===== config.mk =====
export PLATFORM = sky130hd
export DESIGN_NAME = score_keeper
export DESIGN_NICKNAME = d
export VERILOG_FILES = /design/src/rtl/score_keeper.sv
export SDC_FILE = /design/constraint.sdc
export NUM_CORES = 1
export LEC_CHECK = 0
export BUFFER_PORTS_ARGS = -buffer_cell sky130_fd_sc_hd__buf_2
export CAP_MARGIN = 20
export CORE_MARGIN = 2
export CORE_UTILIZATION = 55
export CTS_CLUSTER_SIZE = 16
export DETAILED_ROUTE_END_ITERATION = 10
export PLACE_DENSITY = 0.75
export RECOVER_POWER = 25
export SLEW_MARGIN = 20
export SYNTH_ARGS = -nofsm -noshare
export SYNTH_HDL_FRONTEND = slang
export SYNTH_SLANG_ARGS = --single-unit

===== constraint.sdc =====
create_clock -name clk_i -period 4.3 [get_ports clk_i]
set_clock_uncertainty 0.1 [all_clocks]
set_input_delay 0.215 -clock clk_i [delete_from_list [all_inputs] [get_ports clk_i]]
set_output_delay 0.215 -clock clk_i [all_outputs]
set_load 0.1 [all_outputs]

===== src/rtl/score_keeper.sv =====
// Match scorer: per-player BCD point counters with edge-detected point
// requests, optional win-by-two detection and a GAME_OVER freeze until clear.
module score_keeper #(
    parameter int unsigned NUM_PLAYERS = 2,
    parameter int unsigned DIGITS      = 2,
    parameter int unsigned WIN_SCORE   = 11,
    parameter int unsigned WIN_BY_TWO  = 1,
    parameter int unsigned WRAP        = 0
) (
    input  logic                            clk_i,
    input  logic                            reset_i,
    input  logic                            clear_i,
    input  logic [NUM_PLAYERS-1:0]          score_in_i,
    output logic [NUM_PLAYERS*DIGITS*4-1:0] score_bcd_o,
    output logic                            point_stb_o,
    output logic [NUM_PLAYERS-1:0]          point_who_o,
    output logic                            game_over_o,
    output logic [NUM_PLAYERS-1:0]          winner_o
);

    localparam int unsigned MAX_SCORE = (10 ** DIGITS) - 1;
    localparam int unsigned CNT_W     = $clog2(10 ** DIGITS);
    localparam int unsigned SLICE_W   = DIGITS * 4;
    localparam int unsigned BCD_W     = NUM_PLAYERS * SLICE_W;

    typedef enum logic {
        PLAY      = 1'b0,
        GAME_OVER = 1'b1
    } state_e;

    state_e                   state_q;
    logic [NUM_PLAYERS-1:0]   score_in_q;
    logic [BCD_W-1:0]         bcd_q;
    logic [BCD_W-1:0]         bcd_d;
    logic [CNT_W-1:0]         cnt_q [NUM_PLAYERS];
    logic [CNT_W-1:0]         cnt_d [NUM_PLAYERS];
    logic                     point_stb_q;
    logic [NUM_PLAYERS-1:0]   point_who_q;
    logic [NUM_PLAYERS-1:0]   winner_q;

    logic [NUM_PLAYERS-1:0]   req_c;
    logic [NUM_PLAYERS-1:0]   win_vec_c;
    logic [SLICE_W-1:0]       bcd_step;
    logic [3:0]               dig;
    logic                     carry;
    logic                     win_ok;
    logic                     win_found;

    // Rising-edge detect on the per-player point requests
    assign req_c = score_in_i & ~score_in_q;

    // Post-update scores: BCD ripple increment with matching shadow binary count
    always_comb begin
        bcd_d    = bcd_q;
        bcd_step = '0;
        dig      = '0;
        carry    = 1'b0;
        for (int p = 0; p < int'(NUM_PLAYERS); p++) begin
            cnt_d[p] = cnt_q[p];
            bcd_step = bcd_q[p*SLICE_W +: SLICE_W];
            carry    = 1'b1;
            for (int d = 0; d < int'(DIGITS); d++) begin
                dig = bcd_step[d*4 +: 4];
                if (carry) begin
                    if (dig == 4'd9) begin
                        dig = 4'd0;
                    end else begin
                        dig   = dig + 4'd1;
                        carry = 1'b0;
                    end
                end
                bcd_step[d*4 +: 4] = dig;
            end
            if (req_c[p]) begin
                if (cnt_q[p] == CNT_W'(MAX_SCORE)) begin
                    // All-nines: ripple already produced zero; saturate keeps value
                    if (WRAP != 0) begin
                        bcd_d[p*SLICE_W +: SLICE_W] = bcd_step;
                        cnt_d[p]                    = '0;
                    end
                end else begin
                    bcd_d[p*SLICE_W +: SLICE_W] = bcd_step;
                    cnt_d[p]                    = cnt_q[p] + CNT_W'(1);
                end
            end
        end
    end

    // Win check on post-update counts; lowest index wins a tie
    always_comb begin
        win_vec_c = '0;
        win_found = 1'b0;
        win_ok    = 1'b0;
        if (WIN_SCORE != 0) begin
            for (int p = 0; p < int'(NUM_PLAYERS); p++) begin
                win_ok = (32'(cnt_d[p]) >= WIN_SCORE);
                if (WIN_BY_TWO != 0) begin
                    for (int o = 0; o < int'(NUM_PLAYERS); o++) begin
                        if ((o != p) && (32'(cnt_d[p]) < (32'(cnt_d[o]) + 32'd2))) begin
                            win_ok = 1'b0;
                        end
                    end
                end
                if (win_ok && !win_found) begin
                    win_vec_c[p] = 1'b1;
                    win_found    = 1'b1;
                end
            end
        end
    end

    // Match FSM with registered scores, strobes and winner
    always_ff @(posedge clk_i or posedge reset_i) begin
        if (reset_i) begin
            state_q     <= PLAY;
            score_in_q  <= '0;
            bcd_q       <= '0;
            point_stb_q <= 1'b0;
            point_who_q <= '0;
            winner_q    <= '0;
            for (int p = 0; p < int'(NUM_PLAYERS); p++) begin
                cnt_q[p] <= '0;
            end
        end else begin
            score_in_q  <= score_in_i;
            point_stb_q <= 1'b0;
            point_who_q <= '0;
            if (clear_i) begin
                state_q  <= PLAY;
                bcd_q    <= '0;
                winner_q <= '0;
                for (int p = 0; p < int'(NUM_PLAYERS); p++) begin
                    cnt_q[p] <= '0;
                end
            end else begin
                case (state_q)
                    PLAY: begin
                        bcd_q       <= bcd_d;
                        point_stb_q <= |req_c;
                        point_who_q <= req_c;
                        for (int p = 0; p < int'(NUM_PLAYERS); p++) begin
                            cnt_q[p] <= cnt_d[p];
                        end
                        if (|win_vec_c) begin
                            state_q  <= GAME_OVER;
                            winner_q <= win_vec_c;
                        end
                    end
                    GAME_OVER: begin
                        state_q <= GAME_OVER;
                    end
                    default: begin
                        state_q <= PLAY;
                    end
                endcase
            end
        end
    end

    assign score_bcd_o = bcd_q;
    assign point_stb_o = point_stb_q;
    assign point_who_o = point_who_q;
    assign game_over_o = (state_q == GAME_OVER);
    assign winner_o    = winner_q;

endmodule


==> reports/qor.csv <==
metric;value;unit
run_status;finished, violations left;
violations;capacitance limit, slew limit;
path_clk_slew;0.08;ns
start_util;57.3;%
hold_buffers;3;
clockRootBuffer;clkbuf_8;
critPathBufInv;2;
synth_compound_area_share;18.2;%
htree_levels;2;
tightest_slew;2.06;ns
slowest_stage;dfrtp_1;
stdcell_area;0.00323;mm2
maxCapViolations;1;
num_io_pins;27;
path_cells;ha_1 -> a31oi_1 -> mux2i_1 -> inv_1 -> ha_1 -> inv_1 -> a221oi_2 -> xnor2_1 -> ha_1 -> and3_1 -> a221oi_1 -> o211ai_1 -> and4b_1 -> o221a_1;
synthTopCellsByCount;38 x dfrtp_1, 36 x nor2_1, 25 x ha_1;
die-area;0.00593;mm2
hpwl;4400;um
synthSimpleGateAreaFrac;24.9;%
synthXorXnorAreaFrac;6.58;%
final.period_utilization;88.2;%
vias;2452;
cts_tree;done;
synth_warnings;0;
drc;0;
cts_max_path_buffers;2;
synth-main-ff-cell;dfrtp_1;
yosysSeqAreaShare;32.5;%
routed_wl;6250;um
muxShareOfSynthArea;1.71;%
cp_top_family;compound AO/OA/AOI/OAI gates;
cts_buffers;5;
relSlewSlack;-37.4;%
chipWidth;77.0;um
leakagePower;1.47;nW
fin_ws;0.505;ns
antenna_found_initial;0;
groute.usage.overall;22.2;%
via_per_inst;5.73;
max_freq;264;MHz
insertion_delay;0.30;ns
crit_top_cell;ha_1;
hp-class;input port to register;
ir_worst_vdd;292;uV
power;0.952;mW
async_reset_ff_share;100;%
io_buffers;26;
overflow;0;
max_stage_delay;0.49;ns
die_h;77.0;um
num-fill-cells;431;
critPathLaunchType;register;
rsz0062_at_grt;false;
drive_above_1_share;14.0;%
seq_area;951;um2
drt_iter0_markers;144;
first_pass_iters;4;
period_needed;3.79;ns
grt_max_degree;39;
syn-cell-area;0.00293;mm2
synth_area_leader_cell;dfrtp_1;
synth.most_common_cell;dfrtp_1;
setup_viol;0;
place_ws;0.573;ns
n_antenna_cell;0;
powerDensity;295;mW/mm2
path_class;register to register;
multiInputGateArea;0.00182;mm2
core;0.00511;mm2
synth_fa_ha_area_share;10.7;%
worstPathRequired;4.38;ns
cts-resized-gates;0;
synth_top_area_share;32.5;%
synthCells;339;
ant_nets;0;
finalSetupTns;0;ns
worst_setup_path_end_kind;register;
area_growth;10.1;%
synth_cell_type_count;66;
grt_pass1_wl;10600;um
avgSynthCellArea;8.64;um2
ys_ff_latch;38;
synth_top_family_by_area;simple AND/OR/NAND/NOR gates;
worst_ep_arrival_time;3.88;ns
synth_edf_count;0;
syn-num-nets;369;
cts_setup_buffers;0;
drt-wirelength-per-cell;14.6;um
placement.cell_area;0.00306;mm2
clock_sinks;38;
grt_pass1_vias;2301;
gp_congestion;0.882;
num_rows;26;
fin_nets;387;
synth_area_leaders;dfrtp_1 32%, ha_1 11%, xnor2_1 4.8%;
final_max_slew_viol_count;39;
cp_max_fo;10;
hold_viol;0;
-- power by group --
part,internal (mW),switching [mW],leakage (nW)
sequential,0.370,0.0191,0.517
clock,0.248,0.141,0.0714
combinational,0.0412,0.132,0.886
-- stage by stage --
step / hold slack [ns] / cells / util (%)
2_1_floorplan: 0.146 / 339 / -
3_5_place_dp: 0.257 / 417 / 59.9
3_3_place_gp: 0.254 / 417 / 59.9
4_1_cts: 0.321 / 428 / 63.3
6_report: 0.323 / 428 / 63.2
5_1_grt: 0.332 / 428 / 63.2
-- layout make-up --
type | instances | share of cell area [%]
Clock buffer | 6 | 2.56
Clock inverter | 2 | 1.86
Timing Repair Buffer | 30 | 5.00
Inverter | 18 | 2.09
Tap cell | 70 | 2.72
Sequential cell | 38 | 29.5
Multi-Input combinational cell | 264 | 56.3
-- per-layer routing --
layer,vias up,track usage (%),share of wire (%)
li1,1247,-,-
met1,1151,28.9,46
met2,44,36.9,49
met3,10,4.59,3.6
met4,0,7.32,1.7
met5,-,0,0
-- worst paths after layout --
| kind | start | cells past startpoint | end | slack [ns] |
|---|---|---|---|---|
| min in group asynchronous | reset_i | 4 | score_in_q[1] | 1.12 |
| worst max register to register | cnt_q[7] | 14 | winner_o[1] | 0.51 |
| worst max-delay path | cnt_q[7] | 14 | winner_o[1] | 0.51 |
| worst min-delay path | clear_i | 2 | cnt_q[3] | 0.32 |
| max in group asynchronous | reset_i | 4 | score_bcd_o[2] | 1.81 |
| worst min register to register | score_bcd_o[7] | 1 | score_bcd_o[7] | 0.41 |
-- cells in the final DEF (no fill, tap or decap), types with 5 or more instances in the layout --
master	count
a21oi_1	20
buf_2	24
clkbuf_8	6
dfrtp_1	38
ha_1	25
inv_1	18
mux2i_1	5
nand2_1	22
nand3_1	13
nor2_1	36
nor2b_1	5
nor3_1	18
o21ai_0	18
xnor2_1	16
xor2_1	6
-- worst reg2reg max path: cells and delay by family (launching register included) --
| kind | cells | cell delay (ns) |
|---|---|---|
| AOI/OAI and AO/OA | 5 | 1.08 |
| xor gates and xnor gates | 1 | 0.15 |
| muxes | 1 | 0.32 |
| and+or+nand+nor | 2 | 0.45 |
| buffers and inverters | 2 | 0.22 |
| DFF | 1 | 0.49 |
| adders and majority gates | 3 | 0.85 |
-- logic make-up (layout without fill, tap and decap cells) --
| kind of cell | after synthesis | count (layout) |
|---|---|---|
| and+or+nand+nor | 135 | 135 |
| buffers and inverters | 37 | 56 |
| muxes | 5 | 5 |
| adders and majority gates | 25 | 25 |
| xor gates and xnor gates | 22 | 22 |
| DFF | 38 | 38 |
| AOI/OAI and AO/OA | 77 | 77 |
-- state kept, by name (all words and copies together) (netlist names) --
register,count
score_bcd_o,16
winner_o,2
cnt_q,14
point_stb_o,1
game_over_o,1
score_in_q,2
point_who_o,2
(Power assumes the default switching activity.)
